$ cat config.mk
export PLATFORM = sky130hd
export DESIGN_NAME = pixel_pair_serializer_flat
export DESIGN_NICKNAME = d
export VERILOG_FILES = /design/src/rtl/pixel_pair_serializer_if.sv /design/src/rtl/pixel_pair_serializer.sv /design/src/flat_wrapper.sv
export SDC_FILE = /design/constraint.sdc
export NUM_CORES = 1
export LEC_CHECK = 0
export BUFFER_PORTS_ARGS = -buffer_cell sky130_fd_sc_hd__clkbuf_2
export CAP_MARGIN = 20
export CORE_UTILIZATION = 37
export DETAILED_ROUTE_END_ITERATION = 8
export PLACE_DENSITY = 0.65
export RECOVER_POWER = 50
export SYNTH_ARGS = -nofsm -noshare
export SYNTH_HDL_FRONTEND = slang
export SYNTH_SLANG_ARGS = --single-unit
$ cat constraint.sdc
create_clock -name clk -period 4.7 [get_ports clk]
set_input_delay 0.235 -clock clk [delete_from_list [all_inputs] [get_ports clk]]
set_output_delay 0.235 -clock clk [all_outputs]
set_load 0.01 [all_outputs]
$ cat src/rtl/pixel_pair_serializer_if.sv
// Bundle of the pixel-pair input bus and the single-pixel output stream
// of pixel_pair_serializer. The slave modport is the serializer's view;
// the master modport is the view of whatever drives pairs in and sinks
// pixels out.
interface pixel_pair_serializer_if;
    logic       in_Frame_Start;
    logic       in_Valid;
    logic [7:0] in_R_Even;
    logic [7:0] in_G_Even;
    logic [7:0] in_B_Even;
    logic [7:0] in_R_Odd;
    logic [7:0] in_G_Odd;
    logic [7:0] in_B_Odd;
    logic       out_Ready;
    logic       out_Valid;
    logic [7:0] out_R;
    logic [7:0] out_G;
    logic [7:0] out_B;
    logic       out_Last_In_Row;
    logic       out_Last_In_Frame;
    logic       overflow_Flag;
    logic       done_Flag;

    modport slave (
        input  in_Frame_Start, in_Valid,
        input  in_R_Even, in_G_Even, in_B_Even,
        input  in_R_Odd, in_G_Odd, in_B_Odd,
        input  out_Ready,
        output out_Valid, out_R, out_G, out_B,
        output out_Last_In_Row, out_Last_In_Frame,
        output overflow_Flag, done_Flag
    );

    modport master (
        output in_Frame_Start, in_Valid,
        output in_R_Even, in_G_Even, in_B_Even,
        output in_R_Odd, in_G_Odd, in_B_Odd,
        output out_Ready,
        input  out_Valid, out_R, out_G, out_B,
        input  out_Last_In_Row, out_Last_In_Frame,
        input  overflow_Flag, done_Flag
    );
endinterface

$ cat src/rtl/pixel_pair_serializer.sv
// pixel_pair_serializer: buffers even/odd RGB pixel pairs from the image
// reader in a small FIFO and emits them one pixel per handshake, tagging
// each pixel with row-end / frame-end flags. Upstream cannot be stalled,
// so a pair arriving at a full FIFO is dropped and a sticky overflow flag
// is raised.
// Optional build macro PIXEL_PAIR_GRAYSCALE_EN: when defined, every output
// channel carries (R + 2G + B) >> 2 of the selected pixel.
module pixel_pair_serializer #(
    parameter int IMAGE_WIDTH     = 768,
    parameter int IMAGE_HEIGHT    = 512,
    parameter int FIFO_DEPTH      = 16,
    parameter int FIFO_ADDR_WIDTH = 4
) (
    input  logic                    clk,
    input  logic                    reset,
    pixel_pair_serializer_if.slave  bus
);

    localparam int COL_W = (IMAGE_WIDTH  > 1) ? $clog2(IMAGE_WIDTH)  : 1;
    localparam int ROW_W = (IMAGE_HEIGHT > 1) ? $clog2(IMAGE_HEIGHT) : 1;
    localparam int CNT_W = FIFO_ADDR_WIDTH + 1;

    localparam logic [COL_W-1:0] COL_LAST = COL_W'(IMAGE_WIDTH - 1);
    localparam logic [ROW_W-1:0] ROW_LAST = ROW_W'(IMAGE_HEIGHT - 1);
    localparam logic [CNT_W-1:0] CNT_FULL = CNT_W'(FIFO_DEPTH);

    localparam logic [0:0] S_EVEN = 1'b0;
    localparam logic [0:0] S_ODD  = 1'b1;

    // Entry layout: {odd R, odd G, odd B, even R, even G, even B}
    logic [47:0]                mem_array [FIFO_DEPTH];
    logic [FIFO_ADDR_WIDTH-1:0] wr_ptr_reg;
    logic [FIFO_ADDR_WIDTH-1:0] rd_ptr_reg;
    logic [CNT_W-1:0]           count_reg;
    logic [0:0]                 state_reg;
    logic [COL_W-1:0]           col_reg;
    logic [ROW_W-1:0]           row_reg;
    logic                       overflow_reg;
    logic                       done_reg;

    logic        fifo_empty;
    logic        fifo_full;
    logic        handshake;
    logic        pop;
    logic        push;
    logic        drop;
    logic        last_in_row;
    logic        last_in_frame;
    logic [47:0] head_data;
    logic [47:0] push_data;
    logic [7:0]  sel_ch [3];

    assign fifo_empty    = (count_reg == '0);
    assign fifo_full     = (count_reg == CNT_FULL);
    assign handshake     = !fifo_empty && bus.out_Ready;
    assign pop           = handshake && (state_reg == S_ODD);
    assign push          = bus.in_Valid && (!fifo_full || pop);
    assign drop          = bus.in_Valid && fifo_full && !pop;
    assign last_in_row   = (col_reg == COL_LAST);
    assign last_in_frame = last_in_row && (row_reg == ROW_LAST);

    assign push_data = {bus.in_R_Odd,  bus.in_G_Odd,  bus.in_B_Odd,
                        bus.in_R_Even, bus.in_G_Even, bus.in_B_Even};

    // The head entry is read combinationally so a pair written at one edge
    // is presented in the very next cycle.
    assign head_data = mem_array[rd_ptr_reg];

    // Channel select: index 2 = R, 1 = G, 0 = B; odd half in the upper 24 bits
    genvar gi;
    generate
        for (gi = 0; gi < 3; gi++) begin : g_ch_sel
            assign sel_ch[gi] = (state_reg == S_ODD) ? head_data[24 + 8*gi +: 8]
                                                     : head_data[8*gi +: 8];
        end
    endgenerate

`ifdef PIXEL_PAIR_GRAYSCALE_EN
    logic [9:0] gray_sum;
    assign gray_sum  = {2'b00, sel_ch[2]} + {1'b0, sel_ch[1], 1'b0} + {2'b00, sel_ch[0]};
    assign bus.out_R = gray_sum[9:2];
    assign bus.out_G = gray_sum[9:2];
    assign bus.out_B = gray_sum[9:2];
`else
    assign bus.out_R = sel_ch[2];
    assign bus.out_G = sel_ch[1];
    assign bus.out_B = sel_ch[0];
`endif

    assign bus.out_Valid         = !fifo_empty;
    assign bus.out_Last_In_Row   = last_in_row;
    assign bus.out_Last_In_Frame = last_in_frame;
    assign bus.overflow_Flag     = overflow_reg;
    assign bus.done_Flag         = done_reg;

    // FIFO storage write; the array holds no reset so it maps onto RAM
    always_ff @(posedge clk) begin
        if (!reset && !bus.in_Frame_Start && push) begin
            mem_array[wr_ptr_reg] <= push_data;
        end
    end

    // FIFO pointers/occupancy, serializer FSM, position counters and flags
    always_ff @(posedge clk) begin
        if (reset) begin
            wr_ptr_reg   <= '0;
            rd_ptr_reg   <= '0;
            count_reg    <= '0;
            state_reg    <= S_EVEN;
            col_reg      <= '0;
            row_reg      <= '0;
            overflow_reg <= 1'b0;
            done_reg     <= 1'b0;
        end else if (bus.in_Frame_Start) begin
            // Resync: flush everything except the sticky overflow record
            wr_ptr_reg <= '0;
            rd_ptr_reg <= '0;
            count_reg  <= '0;
            state_reg  <= S_EVEN;
            col_reg    <= '0;
            row_reg    <= '0;
            done_reg   <= 1'b0;
        end else begin
            if (push) begin
                wr_ptr_reg <= wr_ptr_reg + 1'b1;
            end
            if (pop) begin
                rd_ptr_reg <= rd_ptr_reg + 1'b1;
            end
            case ({push, pop})
                2'b10:   count_reg <= count_reg + 1'b1;
                2'b01:   count_reg <= count_reg - 1'b1;
                default: count_reg <= count_reg;
            endcase

            if (handshake) begin
                state_reg <= (state_reg == S_EVEN) ? S_ODD : S_EVEN;
                if (last_in_row) begin
                    col_reg <= '0;
                    row_reg <= (row_reg == ROW_LAST) ? '0 : row_reg + 1'b1;
                end else begin
                    col_reg <= col_reg + 1'b1;
                end
            end

            if (drop) begin
                overflow_reg <= 1'b1;
            end
            done_reg <= handshake && last_in_frame;
        end
    end

endmodule

$ cat src/flat_wrapper.sv
// flat-port wrapper written by rule: the top's interface ports become plain ports
module pixel_pair_serializer_flat 
#(
    parameter int IMAGE_WIDTH     = 768,
    parameter int IMAGE_HEIGHT    = 512,
    parameter int FIFO_DEPTH      = 16,
    parameter int FIFO_ADDR_WIDTH = 4
)
  (clk, reset, bus_in_Frame_Start, bus_in_Valid, bus_in_R_Even, bus_in_G_Even, bus_in_B_Even, bus_in_R_Odd, bus_in_G_Odd, bus_in_B_Odd, bus_out_Ready, bus_out_Valid, bus_out_R, bus_out_G, bus_out_B, bus_out_Last_In_Row, bus_out_Last_In_Frame, bus_overflow_Flag, bus_done_Flag);
  pixel_pair_serializer_if bus_i ();
  input  logic clk;
  input  logic reset;
  input wire logic [$bits(bus_i.in_Frame_Start)-1:0] bus_in_Frame_Start;
  input wire logic [$bits(bus_i.in_Valid)-1:0] bus_in_Valid;
  input wire logic [$bits(bus_i.in_R_Even)-1:0] bus_in_R_Even;
  input wire logic [$bits(bus_i.in_G_Even)-1:0] bus_in_G_Even;
  input wire logic [$bits(bus_i.in_B_Even)-1:0] bus_in_B_Even;
  input wire logic [$bits(bus_i.in_R_Odd)-1:0] bus_in_R_Odd;
  input wire logic [$bits(bus_i.in_G_Odd)-1:0] bus_in_G_Odd;
  input wire logic [$bits(bus_i.in_B_Odd)-1:0] bus_in_B_Odd;
  input wire logic [$bits(bus_i.out_Ready)-1:0] bus_out_Ready;
  output wire logic [$bits(bus_i.out_Valid)-1:0] bus_out_Valid;
  output wire logic [$bits(bus_i.out_R)-1:0] bus_out_R;
  output wire logic [$bits(bus_i.out_G)-1:0] bus_out_G;
  output wire logic [$bits(bus_i.out_B)-1:0] bus_out_B;
  output wire logic [$bits(bus_i.out_Last_In_Row)-1:0] bus_out_Last_In_Row;
  output wire logic [$bits(bus_i.out_Last_In_Frame)-1:0] bus_out_Last_In_Frame;
  output wire logic [$bits(bus_i.overflow_Flag)-1:0] bus_overflow_Flag;
  output wire logic [$bits(bus_i.done_Flag)-1:0] bus_done_Flag;
  assign bus_i.in_Frame_Start = bus_in_Frame_Start;
  assign bus_i.in_Valid = bus_in_Valid;
  assign bus_i.in_R_Even = bus_in_R_Even;
  assign bus_i.in_G_Even = bus_in_G_Even;
  assign bus_i.in_B_Even = bus_in_B_Even;
  assign bus_i.in_R_Odd = bus_in_R_Odd;
  assign bus_i.in_G_Odd = bus_in_G_Odd;
  assign bus_i.in_B_Odd = bus_in_B_Odd;
  assign bus_i.out_Ready = bus_out_Ready;
  assign bus_out_Valid = bus_i.out_Valid;
  assign bus_out_R = bus_i.out_R;
  assign bus_out_G = bus_i.out_G;
  assign bus_out_B = bus_i.out_B;
  assign bus_out_Last_In_Row = bus_i.out_Last_In_Row;
  assign bus_out_Last_In_Frame = bus_i.out_Last_In_Frame;
  assign bus_overflow_Flag = bus_i.overflow_Flag;
  assign bus_done_Flag = bus_i.done_Flag;
  pixel_pair_serializer #(.IMAGE_WIDTH(IMAGE_WIDTH), .IMAGE_HEIGHT(IMAGE_HEIGHT), .FIFO_DEPTH(FIFO_DEPTH), .FIFO_ADDR_WIDTH(FIFO_ADDR_WIDTH)) u_core (.clk(clk), .reset(reset), .bus(bus_i));
endmodule
==> results.yml <==
floorplanning:
  die_area_um2: 83570
  initial_core_util: 0.3762
  core-area_um2: 81070
  ios: 82
  die-height_um: 289.1
  die_w_um: 289.1
  rows: 104
synthesis:
  synthTopCellsByArea: "edfxtp_1 76%, mux4_2 14%, dfxtp_1 2.6%"
  dominantRegCellSynth: "edfxtp_1"
  async_reset_ff_frac: 0
  synth.top_cell.area_share: 0.7563
  netlist_instances: 1393
  synth_cell_types: 48
  synth_edf_count: 768
  syn_area_per_cell_um2: 21.89
  ys_warn_count: 0
  synth_nets: 1459
  synth_area_um2: 30490
  synth_area_leader_cell: "edfxtp_1"
  yosysSeqAreaShare: 0.7819
  synth-seq-cells: 807
routing:
  drc: 0
  ant_nets: 0
  drt-total-wl_um: 66070
  drtIter0Drc: 1331
  vias: 14460
  vias_per_cell: 5.413
  detail_route.first_pass.iterations: 5
  wl_per_cell_um: 24.74
power:
  power.leakage_nw: 10.53
  p_int_mw: 11.66
  ir_drop_uv: 251.7
  switching_share: 0.1943
  power_density_nw_per_um2: 411.1
  p_clk_frac: 0.441
  combPwrFrac: 0.014
  pwr-share-seq: 0.545
  p_switching_mw: 2.812
clocking:
  root_buffer: "clkbuf_16"
  cts.sinks: 807
  ctsResizeCount: 0
  cts.htree.levels: 3
  cts_setup_buffers: 0
  clk_latency_ps: 630
  clk_pin_slew_ps: 60
  clock_path_buffers: 3
  cts_buffers: 83
  cts_tree: "yes"
final_layout:
  drive_gt1_frac: 0.2545
  diodes: 0
  final_util: 0.4343
  num-fill-cells: 6797
  multi_input_area_um2: 6337
  final_cell_mix: "768 x edfxtp_1, 192 x mux4_2, 97 x o22ai_1"
  nets: 1609
  areaGrowthSynthToFinish_pct: 15.45
  largest_reg_flops: 768
  layout_commonest_cell: "edfxtp_1"
  regArea_um2: 23850
worst_hold_path:
  whs_path_depth: 1
  worstHoldPathType: "in2reg"
setup_path:
  worstPathRequired_ps: 4470
  critPathMaxFanout: 28
  timing.rr.start: "u_core.count_reg[0]"
  r2r_slack_ps: 1320
  r2r_cells: 11
  arrival_ps: 3500
  end_kind: "primary output"
  crit_type: "reg2out"
  critPathCapture: "bus_out_B[4]"
  r2r_end: "u_core.count_reg[4]"
  start_kind: "register"
grt:
  antenna_found_initial: 5
  track_usage: 0.1617
  grt_overflow_total: 0
  grt_pass1_wl_um: 98950
  grt_pass1_vias: 15230
  grt_max_degree: 50
timing:
  finalSetupViolCount: 0
  max_slew.worst_pin.slew_ps: 1623
  drv_slew: 21
  hold_viol: 0
  final.setup_skew_ps: 17.82
  final.min_clock_period_ps: 3733
  fmax_mhz: 267.9
  rsz0062_at_grt: "no"
  max-slew-margin-rel: -0.08179
  finalHoldWorstSlack_ps: 119.1
  period_share: 0.7943
  fin_setup_tns_ps: 0
job:
  cap_violations: 1
status:
  violations: "capacitance limit, slew limit"
  outcome: "finished with violations"
placed_design:
  dp_hpwl_um: 36850
  numPortBuffers: 81
  gp_congestion: 0.7499
==> how the worst min path moves through the flow <==
stage	start	to	slack, ps
2_1_floorplan	bus_in_B_Even[0]	u_core.mem_array[0][0]	330
3_3_place_gp	u_core.row_reg[8]	u_core.row_reg[8]	450
3_5_place_dp	u_core.row_reg[8]	u_core.row_reg[8]	460
4_1_cts	bus_in_B_Odd[2]	u_core.mem_array[9][26]	0.5
5_1_grt	bus_in_B_Odd[7]	u_core.mem_array[7][31]	130
6_report	bus_in_B_Odd[2]	u_core.mem_array[11][26]	120
==> stage by stage <==
step / total power [mW] / area, um2 / std cells / worst slack (ps)
4_1_cts: 14.60 / 35290 / 2671 / 852.1
5_1_grt: 14.90 / 35210 / 2671 / 652.6
3_5_place_dp: 8.244 / 32470 / 2502 / 1385
6_report: 14.47 / 35210 / 2671 / 967.0
3_3_place_gp: 8.230 / 32470 / 2502 / 1501
2_1_floorplan: 8.104 / 30500 / 1393 / -149.6
==> power by group through the flow <==
stage	Combinational [mW]	Clock [mW]	Sequential (mW)
2_1_floorplan	0.0595	0	8.04
3_3_place_gp	0.190	0	8.04
3_5_place_dp	0.202	0	8.04
4_1_cts	0.213	6.50	7.89
5_1_grt	0.225	6.79	7.89
6_report	0.204	6.38	7.89
==> area by class of cell <==
cell class,instances,area share
Clock inverter,59,0.01486
Multi-Input combinational cell,501,0.1800
Timing Repair Buffer,139,0.02808
Tap cell,1060,0.03767
Sequential cell,807,0.6774
Clock buffer,94,0.06077
Inverter,11,0.001173
==> per-layer routing <==
layer	track usage	part of all wire
met5	0	0.00077
met4	0.04092	0.017
met3	0.03339	0.057
met2	0.2690	0.50
met1	0.2177	0.42
==> synth_stat cells (all sizes together), types with 11 or more instances <==
cell type	instances
nor2	44
buf	35
mux4	192
o22ai	97
dfxtp	39
nand2	23
ha	12
inv	11
nor4	24
edfxtp	768
a21oi	17
clkbuf	39
nand3	14
xor2	11
==> repair_timing <==
| item | 4_1_cts | 5_1_grt |
|---|---|---|
| endpoints found under the hold margin | 130 | 0 |
| setup endpoints to repair | 0 | 0 |
| hold buffers | 16 | 0 |
==> logic make-up (layout without fill, tap and decap cells) <==
kind of cell    count (synthesis)  count (layout)  share of synthesized area
flops                         807             807                     0.7819
mux                           193             193                     0.1421
simple gates                  148             148                    0.02544
compound gates                131             131                    0.02659
buf+inv                        85             303                    0.01379
xor+xnor                       16              16                   0.004595
fa+ha+maj                      13              13                   0.005580
==> critical path, cell delays in order (launching register included) <==
cell,delay (ps)
dfxtp_4,730
buf_4,470
buf_4,460
mux4_2,300
o22ai_1,120
nor4_1,490
clkbuf_2,240
(Power assumes the default switching activity.)
